===== config.mk =====
export PLATFORM = sky130hd
export DESIGN_NAME = lif_neuron_array
export DESIGN_NICKNAME = d
export VERILOG_FILES = /design/src/rtl/lif_neuron_array.sv
export SDC_FILE = /design/constraint.sdc
export NUM_CORES = 1
export LEC_CHECK = 0
export CAP_MARGIN = 10
export CORE_MARGIN = 2
export CORE_UTILIZATION = 30
export DETAILED_ROUTE_END_ITERATION = 12
export REMOVE_ABC_BUFFERS = 1
export SLEW_MARGIN = 20
export SYNTH_ARGS = -nofsm -noshare
export SYNTH_HDL_FRONTEND = slang
export SYNTH_SLANG_ARGS = --single-unit

===== constraint.sdc =====
create_clock -name clk -period 14.2 [get_ports clk]
set_clock_uncertainty 0.1 [all_clocks]
set_input_delay 2.84 -clock clk [delete_from_list [all_inputs] [get_ports clk]]
set_output_delay 2.84 -clock clk [all_outputs]
set_load 0.01 [all_outputs]

===== src/rtl/lif_neuron_array.sv =====
// lif_neuron_array: N_CH independent leaky integrate-and-fire neurons sharing a
// run-time threshold, with refractory period, selectable post-spike reset and a
// saturating 16-bit count of all spikes produced.
module lif_neuron_array #(
  parameter int N_CH       = 4,
  parameter int WIDTH      = 8,
  parameter int LEAK_SHIFT = 1,
  parameter int REFRAC_CYC = 2,
  parameter int RESET_MODE = 0
) (
  input  logic                   clk,
  input  logic                   rst,
  input  logic                   en,
  input  logic [N_CH*WIDTH-1:0]  current,
  input  logic [WIDTH-1:0]       threshold,
  input  logic                   clr_cnt,
  output logic [N_CH-1:0]        spike,
  output logic [N_CH*WIDTH-1:0]  state,
  output logic [N_CH-1:0]        refractory,
  output logic [15:0]            spike_total
);

  // Counter wide enough to hold REFRAC_CYC; one bit minimum so REFRAC_CYC=0 still builds.
  localparam int CW = (REFRAC_CYC < 1) ? 1 : $clog2(REFRAC_CYC + 1);
  localparam logic [CW-1:0] REFRAC_LD = CW'(REFRAC_CYC);
  // Popcount width: holds values 0..N_CH.
  localparam int PW = $clog2(N_CH + 1);

  // Clamp the WIDTH+1 bit integration sum to the largest representable potential.
  function automatic logic [WIDTH-1:0] sat_sum(input logic [WIDTH:0] s);
    return s[WIDTH] ? {WIDTH{1'b1}} : s[WIDTH-1:0];
  endfunction

  // Add this edge's spike count to the running total, sticking at 16'hFFFF.
  function automatic logic [15:0] sat_add16(input logic [15:0] a, input logic [PW-1:0] b);
    logic [16:0] t;
    t = {1'b0, a} + 17'(b);
    return t[16] ? 16'hFFFF : t[15:0];
  endfunction

  logic [WIDTH-1:0] r_v       [N_CH];
  logic [CW-1:0]    r_cnt     [N_CH];
  logic [N_CH-1:0]  r_spike;
  logic [N_CH-1:0]  r_refrac;
  logic [15:0]      r_total;

  logic [WIDTH-1:0] w_v_nxt   [N_CH];
  logic [CW-1:0]    w_cnt_nxt [N_CH];
  logic [N_CH-1:0]  w_spike_nxt;
  logic [N_CH-1:0]  w_refrac_nxt;
  logic [PW-1:0]    w_pop;

  // Per-channel integration step: leak, add current, saturate, compare, fire/reset.
  always_comb begin
    logic [WIDTH-1:0] sum;
    w_spike_nxt  = '0;
    w_refrac_nxt = '0;
    w_pop        = '0;
    for (int k = 0; k < N_CH; k++) begin
      w_v_nxt[k]   = r_v[k];
      w_cnt_nxt[k] = r_cnt[k];
      sum = sat_sum({1'b0, current[k*WIDTH +: WIDTH]} + {1'b0, (r_v[k] >> LEAK_SHIFT)});
      if (en) begin
        if (r_cnt[k] != '0) begin
          // Refractory: input ignored, potential held, counter runs down.
          w_cnt_nxt[k] = r_cnt[k] - CW'(1);
        end else if (sum >= threshold) begin
          w_spike_nxt[k] = 1'b1;
          w_cnt_nxt[k]   = REFRAC_LD;
          w_v_nxt[k]     = (RESET_MODE != 0) ? (sum - threshold) : '0;
        end else begin
          w_v_nxt[k] = sum;
        end
      end
      w_refrac_nxt[k] = (w_cnt_nxt[k] != '0);
      w_pop = w_pop + PW'(w_spike_nxt[k]);
    end
  end

  // Register neuron state, spikes, refractory flags and the spike total.
  always_ff @(posedge clk or posedge rst) begin
    if (rst) begin
      for (int k = 0; k < N_CH; k++) begin
        r_v[k]   <= '0;
        r_cnt[k] <= '0;
      end
      r_spike  <= '0;
      r_refrac <= '0;
      r_total  <= '0;
    end else begin
      for (int k = 0; k < N_CH; k++) begin
        r_v[k]   <= w_v_nxt[k];
        r_cnt[k] <= w_cnt_nxt[k];
      end
      r_spike  <= w_spike_nxt;
      r_refrac <= w_refrac_nxt;
      // A clear wins over spikes produced on the same edge.
      r_total  <= clr_cnt ? 16'h0000 : sat_add16(r_total, w_pop);
    end
  end

  // Pack per-channel potentials onto the flat state bus.
  always_comb begin
    state = '0;
    for (int k = 0; k < N_CH; k++) state[k*WIDTH +: WIDTH] = r_v[k];
  end

  assign spike       = r_spike;
  assign refractory  = r_refrac;
  assign spike_total = r_total;

endmodule

==> results by group, run 1 <==
Clock tree
  • Post-CTS Setup Repair Bufs: 0
  • Num CTS Buffers: 9
  • Clk Latency, worst-skew pair: 0.34 ns
  • CTS tree: built
  • # resized after CTS: 0
  • Bufs on Longest Clock Path: 2
  • CTS Hold Bufs: 0
  • Clk slew on worst S/H paths: 0.06 ns
  • Root Buffer Master: clkbuf_16
  • Sink Count: 64
  • # H-tree levels: 3

Timing
  • Minimum clock period: 8.10 ns
  • Final setup vio count: 0
  • Least-Margin Pin Slew: 0.838 ns
  • Setup TNS: 0 ns
  • Count of pins over their slew limit: 0
  • Final worst-path cycle share: 57.1%
  • Slew Limit Headroom: 44.1%
  • Final hold viol count: 0
  • Peak Freq: 123 MHz
  • RSZ-0062 raised after global routing: no

Setup path
  • Slowest stage delay, CP: 0.61 ns
  • Reg2Reg Setup Slack: 8.62 ns
  • Critical Path Fanout Max: 13
  • Worst reg2reg startpoint: state[1]
  • R2R cell count: 19
  • CP top delay family: adder cells
  • Critical path startpoint: current[0]
  • Crit path capture type: flip-flop
  • CP Data Required Time: 14.35 ns
  • CP Depth: 20
  • CP arrival: 8.25 ns
  • Cell Chain, Critical Path: clkdlybuf4s50_1 -> ha_1 -> fa_1 -> a21oi_1 -> o22ai_1 -> o221ai_1 -> o2111ai_1 -> ha_1 -> a21oi_1 -> o21ai_0 -> a21oi_1 -> nor2_1 -> fa_1 -> inv_1 -> fa_1 -> inv_1 -> fa_1 -> nand3_1 -> or3_1 -> a21oi_1
  • Setup crit end: spike_total[1]
  • R2R Path End: spike_total[1]
  • Slowest cell on crit path: or3_1
  • Worst path bufs/invs: 3
  • Critical Path Start Type: primary input
  • Crit path kind: in2reg

Logic synthesis
  • Number of distinct library cells after synthesis: 56
  • Yosys top cell by area: dfrtp_1
  • Flops & latches, synth: 64
  • Synth Flop Type: dfrtp_1
  • Syn Inst Count: 507
  • Syn Std Cell Area: 4760 sq um
  • Largest cells by area after synthesis: dfrtp_1 (34%), ha_1 (16%), a21oi_1 (4.6%), a22o_1 (4.2%), nand2_1 (3.5%)
  • Count leader, synth: dfrtp_1
  • Post-synth EDFFs: 0
  • Register area share after synthesis: 33.6%
  • Asr flop ratio synth: 100%
  • Synth top area share: 33.6%
  • Avg Cell Area, Syn: 9.39 sq um
  • Most frequent cells after synthesis: dfrtp_1 (64), ha_1 (61), nand2_1 (45), a21oi_1 (44), nor2_1 (33)
  • Synth warn: 0

Floorplan
  • IO Count: 100
  • Die X: 130 um
  • Starting density of the core: 30.3%
  • Die Ht: 130 um
  • Die Area: 16900 sq um
  • Core area: 15700 sq um
  • FP Rows: 46

Final layout
  • Share of cells above drive strength 1: 3.92%
  • Fin util: 40.0%
  • Layout net count: 720
  • N_diodes: 0
  • Number of fill cells: 1565
  • Synth-to-layout area growth: 31.9%

Power and ir drop
  • Peak supply drop: 0.0000593 V
  • Pwr/cell area: 190 nW/um^2
  • Leak pwr: 0.00288 uW

Global route
  • First-pass GRT wire length: 20.3 mm
  • Vias in the first global route: 4119
  • GRT overflow: 0
  • Tot GR Track Use: 15.4%
  • Largest net degree at the start of global routing: 65
  • Initial antenna violation count: 0

Place
  • Final HPWL DP: 9.64 mm
  • Port Buffers: 99
  • Final Wtd Congestion: 0.845

Min path
  • WHS Path Cells: 2
  • Worst Hold Class: reg2reg

Routing
  • Routed length per instance: 15.1 um
  • Post-route antenna net violation count: 0
  • Vias post-DR: 4187
  • Routed wire length: 12.5 mm
  • Drt first-iter violations: 164
  • Residual DRC: 0
  • 1st-pass router iterations: 4
  • Via/cell ratio: 5.05

Flow run
  • Max Cap Viol: 0

Status
  • Status: completed
-- worst min path at each step --
stage | end | startpoint
after floorplan | refractory[3] | r_cnt[1]
after global placement | state[8] | state[8]
after detailed placement | state[8] | state[8]
after CTS | state[8] | state[8]
after global routing | state[8] | state[8]
final | state[8] | state[8]
-- sequential cells by signal (all words and copies together), names as in the netlist --
signal	flops
spike	4
state	32
refractory	4
spike_total	16
r_cnt	8
-- cell type report --
class | count | area (sq um) | share of cell area, %
clock buffers | 11 | 243 | 3.87
clock inverters | 5 | 56.3 | 0.897
inverters | 31 | 116 | 1.85
multi-input cells | 402 | 2990 | 47.7
flip-flops and latches | 64 | 1600 | 25.5
well taps | 216 | 270 | 4.30
repair buffers | 100 | 998 | 15.9
-- layer usage --
metal | up-vias | global-route usage, % | wire [um]
met4 | 0 | 5.63 | 195
met3 | 13 | 3.53 | 551
met1 | 2012 | 20.3 | 5830
met2 | 97 | 24.7 | 5930
met5 | - | 0 | 0
li1 | 2065 | - | -
-- worst register-to-register path: cells and delay by family, from the launching register on --
kind / cells / cell delay [ns]
DFF: 1 / 0.40
AOI/OAI and AO/OA: 8 / 1.82
adders and majority gates: 6 / 2.14
and+or+nand+nor: 3 / 0.92
buffers and inverters: 2 / 0.13
-- cell families after synthesis --
kind of cell               count (synthesis)  synth area share (%)
DFF                                       64                  33.6
AOI/OAI and AO/OA                        166                  24.4
xor gates and xnor gates                  22                  4.05
muxes                                      3                 0.631
adders and majority gates                 68                  19.0
and+or+nand+nor                          143                  14.8
buffers and inverters                     41                  3.50
-- power by group --
part,internal (uW),switching (uW),leakage (uW),total (uW)
logic,322,356,0.00189,678
clock network,140,82.3,0.000145,223
registers,241,48.4,0.000840,289
-- cells in the final DEF (no fill, tap or decap), types with 12 or more instances in the layout --
cell | synthesis | layout
o21ai_0 | 30 | 30
inv_1 | 31 | 30
a21o_1 | 16 | 16
a22o_1 | 23 | 23
ha_1 | 61 | 61
nor2_1 | 33 | 33
clkdlybuf4s50_1 | 0 | 99
a21oi_1 | 44 | 44
dfrtp_1 | 64 | 64
nor2b_1 | 17 | 17
xnor2_1 | 13 | 13
nand2b_1 | 12 | 12
nand2_1 | 45 | 45
-- per-stage QoR --
stage / hold slack [ns] / area (sq um) / total power, uW / setup slack, ns / cells
6_report: 0.382 / 6280 / 1190 / 6.10 / 829
5_1_grt: 0.416 / 6280 / 1300 / 5.64 / 829
3_5_place_dp: 0.379 / 5980 / 969 / 5.75 / 813
3_3_place_gp: 0.372 / 5980 / 951 / 5.97 / 813
4_1_cts: 0.392 / 6280 / 1200 / 6.13 / 829
2_1_floorplan: 0.360 / 4710 / 734 / 6.78 / 497
No activity file was read; power rests on OpenSTA's default activity.
==> inputs of run 2 (changes only) <==
==> constraint.sdc (replaced) <==
create_clock -name clk -period 6.54 [get_ports clk]
set_clock_uncertainty 0.1 [all_clocks]
set_input_delay 1.308 -clock clk [delete_from_list [all_inputs] [get_ports clk]]
set_output_delay 1.308 -clock clk [all_outputs]
set_load 0.01 [all_outputs]
==> run 2 against run 1 <==
  * Largest power group unchanged
  * Non-clock buffer count up 9
  * Via count grew 0.33%
  * Highest routed layer unchanged
  * Total power increased by 120%
==> results by group, run 2 (synthesis gave the netlist of run 1 again) <==
Timing
  • Least-Margin Pin Slew: 0.845 ns (+0.00690 ns)
  • Count of pins over their slew limit: 0 (unchanged)
  • RSZ-0062 raised after global routing: no
  • Peak Freq: 163 MHz
  • Slew Limit Headroom: 43.7% (-0.46 points)
  • Minimum clock period: 6.12 ns
  • Setup TNS: 0 ns (unchanged)
  • Final worst-path cycle share: 93.5%
  • Final hold viol count: 0 (unchanged)
  • Final setup vio count: 0 (unchanged)

Final layout
  • Layout net count: 729 (+1.3%)
  • Share of cells above drive strength 1: 5.63% (+1.7 points)
  • Synth-to-layout area growth: 33.0%
  • Number of fill cells: 1551 (-0.89%)
  • Fin util: 40.3% (+0.34 points)
  • Fin area: 6330 sq um (+0.86%)
  • N_diodes: 0 (unchanged)
  • Max reg flops: 32 (unchanged)
  • Commonest non-fill, non-tap cell in the layout: clkdlybuf4s50_1
  • Multi-input logic area: 3000 sq um (+0.17%)
  • Most frequent cells in the layout: clkdlybuf4s50_1 (99), dfrtp_1 (64), ha_1 (61), nand2_1 (45), a21oi_1 (44)
  • Reg area: 1600 sq um (unchanged)

Floorplan
  • FP Rows: 46 (unchanged)
  • IO Count: 100 (unchanged)
  • Die Area: 16900 sq um (unchanged)
  • Die Ht: 130 um (unchanged)
  • Starting density of the core: 30.3% (unchanged)
  • Die X: 130 um (unchanged)
  • Core area: 15700 sq um (unchanged)

Min path
  • WHS Path Cells: 2 (unchanged)
  • Hold path startpoint: state[8]
  • Worst Hold Class: reg2reg
  • Worst Hold End: state[8]

Place
  • Final Wtd Congestion: 0.823 (-2.6%)
  • Final HPWL DP: 9.62 mm (-0.26%)
  • Port Buffers: 99 (unchanged)
  • Placed Area: 6050 sq um (+1.1%)

Routing
  • Vias post-DR: 4201 (+0.33%)
  • Via/cell ratio: 5.01 (-0.74%)
  • Drt first-iter violations: 160 (-2.4%)
  • Residual DRC: 0 (unchanged)
  • Post-route antenna net violation count: 0 (unchanged)
  • Routed length per instance: 14.9 um (-1.3%)
  • 1st-pass router iterations: 4 (unchanged)
  • Routed wire length: 12.5 mm (-0.26%)

Power and ir drop
  • Pwr/cell area: 408 nW/um^2 (+120%)
  • Peak supply drop: 0.000125 V (+110%)
  • Leak pwr: 0.00291 uW (+1.1%)

Clock tree
  • Bufs on Longest Clock Path: 2 (unchanged)
  • Clk Latency, worst-skew pair: 0.34 ns (about the same)
  • Num CTS Buffers: 9 (unchanged)
  • Sink Count: 64 (unchanged)
  • CTS tree: built
  • Post-CTS Setup Repair Bufs: 0 (unchanged)
  • Clk slew on worst S/H paths: 0.06 ns (about the same)
  • CTS Hold Bufs: 0 (unchanged)
  • # H-tree levels: 3 (unchanged)
  • # resized after CTS: 0 (unchanged)
  • Root Buffer Master: clkbuf_16

Setup path
  • Critical Path Start Type: primary input
  • Critical Path Fanout Max: 6 (-7)
  • CP Data Required Time: 6.67 ns (-7.68 ns)
  • Reg2Reg Setup Slack: 1.41 ns (-7.21 ns)
  • Crit path capture type: flip-flop
  • Crit path kind: in2reg
  • CP arrival: 6.25 ns (-2.00 ns)
  • R2R cell count: 21 (+2)
  • R2R Path End: spike_total[12]
  • Worst reg2reg startpoint: state[17]

Flow run
  • Max Cap Viol: 0 (unchanged)

Global route
  • Vias in the first global route: 4021 (-2.4%)
  • GRT overflow: 0 (unchanged)
  • Initial antenna violation count: 0 (unchanged)
  • Tot GR Track Use: 15.0% (-0.39 points)
  • Largest net degree at the start of global routing: 65 (unchanged)
  • First-pass GRT wire length: 19.8 mm (-2.5%)

Status
  • Status: completed
==> run 2: changes by cell type in the layout (fill, tap and decap cells not counted) <==
cell / delta
buf_4: +9
bufinv_16: -1
clkbuf_1: -1
clkbuf_8: -1
clkinv_2: -1
clkinvlp_4: +1
inv_6: +3
or3_1: -1
or3_4: +1
==> run 2: final cells by class <==
class / count / share of cell area (%)
clock buffer: 9 / 3.56
inverter: 31 / 1.84
clock inverter: 7 / 0.869
timing repair buffer: 109 / 16.8
tap: 216 / 4.27
sequential: 64 / 25.3
multi-input combinational: 402 / 47.3
==> run 2: worst max path at each step <==
stage | from | end | slack [ns] | cells after the start
floorplan | current[16] | spike_total[0] | 0.65 | 19
global placement | current[16] | spike_total[0] | 0.13 | 20
detailed placement | current[16] | spike_total[9] | -0.02 | 20
CTS | current[16] | spike_total[0] | 0.31 | 20
global route | current[16] | spike_total[14] | 0.1 | 22
finish | current[16] | spike_total[12] | 0.42 | 22
==> run 2: critical path, stage by stage <==
cell and delay [ns]:
clkdlybuf4s50_1 0.41, ha_1 0.24, fa_1 0.42, a21o_1 0.23, a221oi_4 0.31, a2bb2oi_4 0.24, nor2b_1 0.23, ha_1 0.26
nor3b_1 0.18, o21ai_0 0.11, a21oi_1 0.17, nor2_1 0.12, fa_1 0.51, inv_1 0.05, fa_1 0.39, inv_1 0.10
fa_1 0.19, buf_4 0.14, and3_1 0.20, and4_1 0.22, a31oi_1 0.09, o21a_1 0.13
==> run 2: stage by stage <==
| step | std cells | setup slack (ns) | power [uW] | hold WS, ns |
|---|---|---|---|---|
| 6_report | 838 | 0.422 | 2580 | 0.387 |
| 4_1_cts | 838 | 0.314 | 2610 | 0.390 |
| 3_5_place_dp | 822 | -0.0249 | 2130 | 0.376 |
| 2_1_floorplan | 497 | 0.652 | 1590 | 0.360 |
| 3_3_place_gp | 822 | 0.127 | 2090 | 0.370 |
| 5_1_grt | 838 | 0.0952 | 2810 | 0.399 |
==> run 2: per-layer routing <==
metal  global-route usage, %  part of all wire [%]  vias to the layer above
met2                    24.9                    48                       84
met1                    19.5                    47                     2020
li1                        -                     -                     2082
met5                       0                     0                        -
met4                    5.76                   1.7                        0
met3                    2.67                   4.0                       15
==> run 2: power by group <==
part | leakage (uW) | switching (uW) | internal [uW]
clock network | 0.000133 | 197 | 260
registers | 0.000840 | 101 | 523
logic | 0.00194 | 774 | 725
